--- src/rtl/irq_trap_controller.sv ---
// rtl/irq_trap_controller.sv - IRQ synchronizer, trap arbiter and WFI sequencer
module irq_trap_controller #(
   parameter int SYNC_STAGES = 2
) (
   input  logic        clk,
   input  logic        resetn,
   input  logic        irq_msip_async,
   input  logic        irq_mtip_async,
   input  logic        irq_meip_async,
   output logic        irq_msip,
   output logic        irq_mtip,
   output logic        irq_meip,
   input  logic [31:0] mie,
   input  logic        mstatus_mie,
   input  logic [1:0]  privilege_mode,
   input  logic        inst_boundary,
   input  logic [31:0] pc,
   input  logic        exc_instr_misalign,
   input  logic        exc_illegal,
   input  logic        exc_ecall,
   input  logic        exc_ebreak,
   input  logic        exc_load_misalign,
   input  logic        exc_store_misalign,
   input  logic [31:0] exc_tval,
   input  logic        wfi_req,
   output logic        exception_event,
   output logic [31:0] cause,
   output logic [31:0] badaddr,
   output logic [31:0] trap_pc,
   output logic        redirect_req,
   input  logic        redirect_ack,
   output logic        trap_busy,
   output logic        wfi_stall
);

   localparam logic [1:0] ST_IDLE     = 2'd0;
   localparam logic [1:0] ST_FIRE     = 2'd1;
   localparam logic [1:0] ST_REDIRECT = 2'd2;
   localparam logic [1:0] ST_WFI      = 2'd3;

   logic [SYNC_STAGES-1:0] r_sync_msip;
   logic [SYNC_STAGES-1:0] r_sync_mtip;
   logic [SYNC_STAGES-1:0] r_sync_meip;
   logic [1:0]             r_state;
   logic [31:0]            r_cause;
   logic [31:0]            r_badaddr;
   logic [31:0]            r_trap_pc;

   logic [2:0]  w_pend;
   logic        w_irq_en;
   logic        w_any_exc;
   logic        w_take_irq;
   logic [31:0] w_exc_cause;
   logic [31:0] w_exc_badaddr;
   logic [31:0] w_irq_cause;
   logic        w_unused;

   always_ff @(posedge clk) begin
      if (!resetn) begin
         r_sync_msip <= '0;
         r_sync_mtip <= '0;
         r_sync_meip <= '0;
      end else begin
         r_sync_msip <= {r_sync_msip[SYNC_STAGES-2:0], irq_msip_async};
         r_sync_mtip <= {r_sync_mtip[SYNC_STAGES-2:0], irq_mtip_async};
         r_sync_meip <= {r_sync_meip[SYNC_STAGES-2:0], irq_meip_async};
      end
   end

   assign irq_msip = r_sync_msip[SYNC_STAGES-1];
   assign irq_mtip = r_sync_mtip[SYNC_STAGES-1];
   assign irq_meip = r_sync_meip[SYNC_STAGES-1];

   assign w_pend     = {irq_meip & mie[11], irq_mtip & mie[7], irq_msip & mie[3]};
   assign w_irq_en   = (privilege_mode != 2'b11) | mstatus_mie;
   assign w_any_exc  = exc_instr_misalign | exc_illegal | exc_ecall | exc_ebreak
                     | exc_load_misalign | exc_store_misalign;
   assign w_take_irq = inst_boundary & w_irq_en & (|w_pend);
   assign w_unused   = ^{mie[31:12], mie[10:8], mie[6:4], mie[2:0]};

   always_comb begin
      w_exc_cause   = 32'd6;
      w_exc_badaddr = exc_tval;
      if (exc_instr_misalign) begin
         w_exc_cause = 32'd0;
      end else if (exc_illegal) begin
         w_exc_cause = 32'd2;
      end else if (exc_ecall) begin
         // ecall cause encodes the originating privilege: 8 (U) .. 11 (M)
         w_exc_cause   = 32'd8 + {30'd0, privilege_mode};
         w_exc_badaddr = 32'd0;
      end else if (exc_ebreak) begin
         w_exc_cause   = 32'd3;
         w_exc_badaddr = pc;
      end else if (exc_load_misalign) begin
         w_exc_cause = 32'd4;
      end
   end

   always_comb begin
      w_irq_cause = 32'h8000_0007;
      if (w_pend[2]) begin
         w_irq_cause = 32'h8000_000B;
      end else if (w_pend[0]) begin
         w_irq_cause = 32'h8000_0003;
      end
   end

   always_ff @(posedge clk) begin
      if (!resetn) begin
         r_state   <= ST_IDLE;
         r_cause   <= 32'd0;
         r_badaddr <= 32'd0;
         r_trap_pc <= 32'd0;
      end else begin
         case (r_state)
            ST_IDLE: begin
               if (w_any_exc) begin
                  r_state   <= ST_FIRE;
                  r_cause   <= w_exc_cause;
                  r_badaddr <= w_exc_badaddr;
                  r_trap_pc <= pc;
               end else if (w_take_irq) begin
                  r_state   <= ST_FIRE;
                  r_cause   <= w_irq_cause;
                  r_badaddr <= 32'd0;
                  r_trap_pc <= pc;
               end else if (wfi_req) begin
                  r_state <= ST_WFI;
               end
            end
            ST_FIRE: r_state <= ST_REDIRECT;
            ST_REDIRECT: begin
               if (redirect_ack) begin
                  r_state <= ST_IDLE;
               end
            end
            ST_WFI: begin
               // wake ignores irq_en; the trap itself is gated at the next boundary
               if (|w_pend) begin
                  r_state <= ST_IDLE;
               end
            end
            default: r_state <= ST_IDLE;
         endcase
      end
   end

   assign exception_event = (r_state == ST_FIRE);
   assign redirect_req    = (r_state == ST_REDIRECT);
   assign wfi_stall       = (r_state == ST_WFI);
   assign trap_busy       = (r_state != ST_IDLE);
   assign cause           = r_cause;
   assign badaddr         = r_badaddr;
   assign trap_pc         = r_trap_pc;

endmodule

--- config.mk ---
export PLATFORM = sky130hd
export DESIGN_NAME = irq_trap_controller
export DESIGN_NICKNAME = d
export VERILOG_FILES = /design/src/rtl/irq_trap_controller.sv
export SDC_FILE = /design/constraint.sdc
export NUM_CORES = 1
export LEC_CHECK = 0
export CORE_MARGIN = 2
export CORE_UTILIZATION = 30
export CTS_CLUSTER_SIZE = 14
export DETAILED_ROUTE_END_ITERATION = 12
export HOLD_SLACK_MARGIN = 0.15
export PLACE_DENSITY_LB_ADDON = 0.3
export SYNTH_ARGS = -nofsm -noshare
export SYNTH_HDL_FRONTEND = slang
export SYNTH_SLANG_ARGS = --single-unit
--- constraint.sdc ---
create_clock -name clk -period 4.7 [get_ports clk]
set_input_delay 1.41 -clock clk [delete_from_list [all_inputs] [get_ports clk]]
set_output_delay 1.41 -clock clk [all_outputs]
set_load 0.01 [all_outputs]
==> flow_summary.rst, run 1 <==
.. list-table::
   :header-rows: 1

   * - Metric
     - Value
   * - HPWL after detailed placement
     - around 7.6 mm
   * - Hold crit path type
     - reg -> reg
   * - Die boundary height
     - about 120 microns
   * - Number of post-CTS setup repair buffers
     - 0
   * - Cts repair resizes
     - 0
   * - Global placement routability congestion
     - just under 0.8
   * - Crit Path Max Fanout
     - 31
   * - FP Rows
     - just over 40
   * - Setup violators final
     - 0
   * - VDD IR-drop max
     - between 0.2 and 0.25 mV
   * - Kind of end point of the critical path
     - register
   * - Type of the worst setup path
     - in -> reg
   * - Status
     - finished clean
   * - Via total after detailed routing
     - 3662
   * - Leakage power summed over all cells
     - 0.00210 uW
   * - Number of antenna violations at the first check in global routing
     - 0
   * - Post-detailed-route via-to-cell ratio
     - approximately 5.0
   * - Layout area overhead
     - 51.2%
   * - Crit path launch type
     - primary input
   * - Tot GR Track Use
     - 16.6%
   * - DRC violations left
     - 0
   * - Number of port buffers
     - between 150 and 200
   * - Via count of the first global-routing pass
     - between 3k and 4k
   * - Final net count
     - ~670
   * - Later-pin clock latency in the skew report
     - 0.32 ns
   * - Fraction of final layout cells with drive strength greater than 1
     - a little under an eighth
   * - Final Max Tran Viols
     - 0
   * - Diodes inserted
     - 0
   * - Transition time at the pin with the least slew margin
     - roughly 1.2 ns
   * - Initial core utilization
     - between 30% and 40%
   * - Unique cell type count in the Yosys netlist
     - 37
   * - Critical path data arrival time
     - ~3.6 ns
   * - Count of antenna-violating nets left after detailed routing
     - 0
   * - Clock buffers created by TritonCTS
     - 9
   * - Placeable core area
     - about 13000 sq um
   * - Die span in x
     - 117 microns
   * - Syn Std Cell Area
     - 3810 sq um
   * - Total design power
     - between 2000 and 2500 uW
   * - Number of search-and-repair iterations in the first detailed-routing pass
     - 4
   * - Clock transition at the registers of the reported paths
     - about 0.06 ns
   * - Worst-case clock skew
     - around 0.0063 ns
   * - Tcrit/Tclk final
     - between 70% and 80%
   * - Number of warning messages in the yosys log
     - 0
   * - Critical Path RT
     - 4.91 ns
   * - Clock tree from TritonCTS
     - done
   * - Maximum capacitance violations
     - 0
   * - Final wirelength
     - ~12 mm
   * - Hold_ws
     - about 0.43 ns
   * - P per Cell Area
     - 369 nW/um^2
   * - Overall die area
     - roughly 14000 sq um
   * - I/O pin cnt
     - between 200 and 250
   * - Buffers from clock root to sink, at most
     - 2
   * - Detailed Route Iter0 Violations
     - ~300
   * - FMAX
     - slightly below 0.3 GHz
   * - Number of clock sinks
     - 77
   * - Global-route wire length before repair
     - 17.9 mm
   * - Total of flip-flops plus latches after synthesis
     - 77
   * - Wirelength per Cell
     - roughly 16 microns
   * - Max transition margin
     - a little under a fifth
   * - CTS hold repair buffers
     - 0
   * - Final Hold Fails
     - 0
   * - Master cell of the clock root buffer
     - clkbuf_16
   * - Number of H-tree levels
     - 3
   * - Avg Synthesized Cell Area
     - 9.01 sq um
   * - # fillers
     - between 1k and 1.5k
   * - RSZ-0062 raised after global routing
     - false
   * - Register area share after synthesis
     - roughly 40%
   * - Synth Instances
     - between 400 and 500
   * - Tmin final
     - 3.37 ns
   * - Total congestion overflow
     - 0
   * - Post-route setup TNS
     - 0 ns
   * - Largest net degree at the start of global routing
     - around 80
## layout by cell type (no fill, tap or decap), types with 27 or more instances in the layout
| master | instances |
|---|---|
| mux2_2 | 32 |
| clkdlybuf4s50_1 | 158 |
| dfxtp_1 | 77 |
| a21boi_1 | 30 |
| nand3_1 | 32 |
| o21ai_0 | 67 |
| nand4_1 | 33 |
| a21boi_0 | 37 |
| conb_1 | 27 |
## cell type report
type / count / area, sq um / share of cell area, %
clock inverters: 4 / 95.1 / 1.65
repair buffers: 168 / 1650 / 28.7
inverters: 2 / 7.51 / 0.130
flip-flops and latches: 77 / 1540 / 26.8
multi-input cells: 301 / 1990 / 34.6
clock buffers: 11 / 253 / 4.39
well taps: 172 / 215 / 3.74
## path summary, 6_finish.rpt
path,from,end,slack [ns],depth (start not counted)
max,exc_illegal,cause[1]$_SDFFE_PN0P_,1.33,6
min,r_sync_mtip[0]$_SDFF_PN0_,r_sync_mtip[1]$_SDFF_PN0_,0.43,1
max reg2reg,r_sync_meip[1]$_SDFF_PN0_,cause[3]$_SDFFE_PN0P_,2.65,6
min reg2reg,r_sync_mtip[0]$_SDFF_PN0_,r_sync_mtip[1]$_SDFF_PN0_,0.43,1
## metal layers
layer | global-route usage (%) | vias to the layer above | share of wire, %
li1 | - | 1754 | -
met1 | 22.2 | 1759 | 45
met2 | 26.5 | 140 | 47
met3 | 2.96 | 9 | 5.7
met4 | 6.67 | 0 | 1.4
met5 | 0 | - | 0
## where the power goes
part           internal (uW)  switching (uW)  total [uW]
registers                730            39.5         769
clock network            544             265         809
logic                    284             266         549
## registers in the layout, summed over array words and instances, names as in the netlist
register and flops:
badaddr 32, cause 5, r_state 2, r_sync_meip 2, r_sync_msip 2, r_sync_mtip 2, trap_pc 32
## Yosys cell counts
cell type / count / area share [%]
a21boi_0: 37 / 7.3
a21boi_1: 30 / 5.9
a21oi_1: 2 / 0.26
a222oi_1: 1 / 0.26
a22o_1: 1 / 0.23
a22oi_1: 1 / 0.20
and2_1: 7 / 1.1
and3b_1: 1 / 0.23
buf_1: 3 / 0.30
buf_2: 11 / 1.4
buf_4: 28 / 5.5
buf_6: 3 / 0.89
clkbuf_1: 24 / 2.4
conb_1: 1 / 0.098
dfxtp_1: 77 / 40
inv_1: 2 / 0.20
mux2_2: 32 / 9.5
mux2i_1: 1 / 0.26
nand2_1: 5 / 0.49
nand2b_1: 1 / 0.16
nand3_1: 32 / 4.2
nand4_1: 33 / 5.4
nand4b_1: 1 / 0.23
nor2_1: 5 / 0.49
nor2b_1: 3 / 0.49
nor3_1: 3 / 0.39
nor3b_2: 1 / 0.33
nor4_2: 1 / 0.33
o211a_1: 1 / 0.26
o21ai_0: 67 / 8.8
o21ai_1: 1 / 0.13
o221a_2: 2 / 0.59
o311a_1: 1 / 0.26
o311ai_1: 1 / 0.23
o31a_1: 1 / 0.23
or3b_2: 1 / 0.23
or4_1: 1 / 0.20
## through the flow
stage / area, sq um / setup WS, ns / utilization (%) / std cells
after floorplan: 3910 / 1.89 / - / 449
after global placement: 5410 / 1.02 / 43.2 / 720
after detailed placement: 5410 / 0.975 / 43.2 / 720
after CTS: 5760 / 1.34 / 46.0 / 735
after global routing: 5760 / 1.15 / 46.0 / 735
final: 5760 / 1.33 / 46.0 / 735
## worst max-delay path, stage by stage
cell	delay, ns
clkdlybuf4s50_1	0.52
nor4_2	0.64
o311a_2	0.31
buf_4	0.29
nor2_1	0.12
o221a_2	0.30
## cell families after synthesis
kind of cell	share of synthesized area (%)
flip-flops	40.5
other	0.0984
buffers and inverters	10.7
AO/OA/AOI/OAI	24.7
AND/OR/NAND/NOR	14.4
multiplexers	9.72
(Power assumes the default switching activity.)
==> inputs of run 2 (changes only) <==
Clock period 4.7 ns to 3.5 ns, I/O delays scaled along.
==> run 2 against run 1 <==
  * Combinational power is 35% higher
  * Flip-flop and latch count stayed put
  * Sequential share of layout area is 0.14 points lower
  * Clock skew is 0.0028 ns lower
  * Die area stayed put
  * Global-route usage is 0.33 points higher
  * Sequential power is 34% higher
  * Setup slack worse by 0.55 ns
  * Non-clock buffer count is 4 higher
  * Routed wire length is 1.6% higher
  * Largest power group is now sequential cells
  * Cell area is 0.54% higher
  * Final cell count is 0.68% higher
==> flow_summary.rst, run 2 (synthesis gave the netlist of run 1 again) <==
.. list-table::
   :header-rows: 1

   * - Metric
     - Value
   * - Number of antenna violations at the first check in global routing
     - 0
   * - Die boundary height
     - approximately 120 microns
   * - Number of search-and-repair iterations in the first detailed-routing pass
     - 4
   * - Global-route wire length before repair
     - between 15 and 20 mm
   * - Clock power frac
     - a little over a third
   * - Setup violators final
     - 0
   * - Net switching share of the total power
     - 27.8%
   * - Switching power of the nets
     - 760 uW
   * - Largest net degree at the start of global routing
     - 69
   * - Maximum capacitance violations
     - 0
   * - I/O pin cnt
     - 216
   * - Die span in x
     - about 120 microns
   * - Tmin final
     - about 2.7 ns
   * - Clock buffers created by TritonCTS
     - 9
   * - Total congestion overflow
     - 0
   * - Tcrit/Tclk final
     - between 70% and 80%
   * - Final Max Tran Viols
     - 0
   * - Number of port buffers
     - 159
   * - Detailed Route Iter0 Violations
     - around 250
   * - Count of antenna-violating nets left after detailed routing
     - 0
   * - Initial core utilization
     - 30.4%
   * - Type of the worst setup path
     - in -> reg
   * - FP Rows
     - between 40 and 50
   * - HPWL after detailed placement
     - slightly below 8 mm
   * - Post-detailed-route via-to-cell ratio
     - 4.99
   * - Layout area overhead
     - 52.0%
   * - Leakage power summed over all cells
     - 0.00212 uW
   * - Clock tree from TritonCTS
     - done
   * - Global-route track usage on met2
     - 27.8%
   * - Via total after detailed routing
     - between 3k and 4k
   * - Most common cell after layout, fill and taps aside
     - clkdlybuf4s50_1
   * - Fraction of final layout cells with drive strength greater than 1
     - around an eighth
   * - Transition time at the pin with the least slew margin
     - between 0.7 and 0.8 ns
   * - DRC violations left
     - 0
   * - Logic pwr share
     - around 27%
   * - Status
     - finished clean
   * - Most frequent cells in the layout
     - clkdlybuf4s50_1 (158), dfxtp_1 (77), o21ai_0 (67), a21boi_0 (37), nand4_1 (33)
   * - Crit path launch type
     - primary input
   * - Final Hold Fails
     - 0
   * - Core occupancy in the finished layout
     - 46.3%
   * - Global placement routability congestion
     - 0.839
   * - Number of H-tree levels
     - 3
   * - Tot GR Track Use
     - roughly 17%
   * - Clock transition at the registers of the reported paths
     - 0.06 ns
   * - Number of clock sinks
     - slightly below 80
   * - Master cell of the clock root buffer
     - clkbuf_16
   * - Place WS
     - 0.376 ns
   * - Final net count
     - just under 700
   * - Diodes inserted
     - 0
   * - Placeable core area
     - approximately 13000 sq um
   * - P per Cell Area
     - between 400 and 500 nW/um^2
   * - Wirelength per Cell
     - approximately 16 microns
   * - Via count of the first global-routing pass
     - roughly 3.5k
   * - Critical path data arrival time
     - just under 3 ns
   * - Cts repair resizes
     - 0
   * - Least setup slack across all paths after layout
     - 0.772 ns
   * - Later-pin clock latency in the skew report
     - 0.33 ns
   * - Most used routing layer
     - met2
   * - Number of post-CTS setup repair buffers
     - 0
   * - Power share of the sequential group
     - a little under two fifths
   * - Max transition margin
     - between 50% and 60%
   * - Met3 routing resource usage after global routing
     - 3.63%
   * - CTS hold repair buffers
     - 0
   * - Critical Path RT
     - about 3.8 ns
   * - Internal power
     - 1970 uW
   * - Overall die area
     - 13600 sq um
   * - Crit Path Max Fanout
     - 28
   * - FMAX
     - 0.367 GHz
   * - Final wirelength
     - between 10 and 15 mm
   * - Buffers from clock root to sink, at most
     - 2
   * - Post-route setup TNS
     - 0 ns
   * - Hold crit path type
     - reg -> reg
   * - Global routing met1 resource utilization
     - between 20% and 30%
   * - VDD IR-drop max
     - around 0.24 mV
   * - Total design power
     - ~2700 uW
   * - RSZ-0062 raised after global routing
     - false
   * - Worst-case clock skew
     - 0.00354 ns
   * - Kind of end point of the critical path
     - register
-- run 2: changes by cell type in the layout (fill, tap and decap cells not counted) --
cell / before / now
buf_12: 0 / 3
bufinv_16: 3 / 1
clkinv_2: 1 / 3
buf_4: 9 / 10
clkbuf_8: 2 / 3
-- run 2: cell type report --
type	count	area [sq um]
flip-flops and latches	77	1540
clock inverters	4	45.0
fillers	1202	6730
well taps	172	215
clock buffers	12	267
repair buffers	172	1720
multi-input cells	301	1990
inverters	2	7.51
-- run 2: routing by layer --
metal,wire length (microns),part of all wire (%)
met5,0,0
met3,677,5.7
met2,5710,48
met4,165,1.4
met1,5270,45
-- run 2: path summary, 6_finish.rpt --
path / depth (start not counted) / startpoint / end / slack, ns
max: 7 / mie[3] / trap_pc[18]$_SDFFE_PN0P_ / 0.77
min: 1 / r_sync_msip[0]$_SDFF_PN0_ / r_sync_msip[1]$_SDFF_PN0_ / 0.43
max reg2reg: 6 / r_sync_msip[1]$_SDFF_PN0_ / trap_pc[18]$_SDFFE_PN0P_ / 1.60
min reg2reg: 1 / r_sync_msip[0]$_SDFF_PN0_ / r_sync_msip[1]$_SDFF_PN0_ / 0.43
-- run 2: critical path: stages --
cell and delay [ns]:
clkdlybuf4s50_1 0.43, a222oi_1 0.34, buf_4 0.21, o311a_2 0.29, buf_4 0.30, o21ai_0 0.12
a21boi_0 0.21
-- run 2: through the flow --
step / area, sq um / hold WS, ns / instances
final: 5790 / 0.430 / 740
after global routing: 5790 / 0.461 / 740
after CTS: 5790 / 0.433 / 740
after detailed placement: 5480 / 0.419 / 724
after global placement: 5480 / 0.415 / 724
after floorplan: 3910 / 0.412 / 449
-- run 2: power by group through the flow --
stage	combinational, uW	sequential [uW]	clock [uW]
4_1_cts	747	1030	988
3_5_place_dp	744	1050	0
6_report	742	1030	955
2_1_floorplan	322	1090	0
5_1_grt	812	1050	1020
3_3_place_gp	732	1050	0
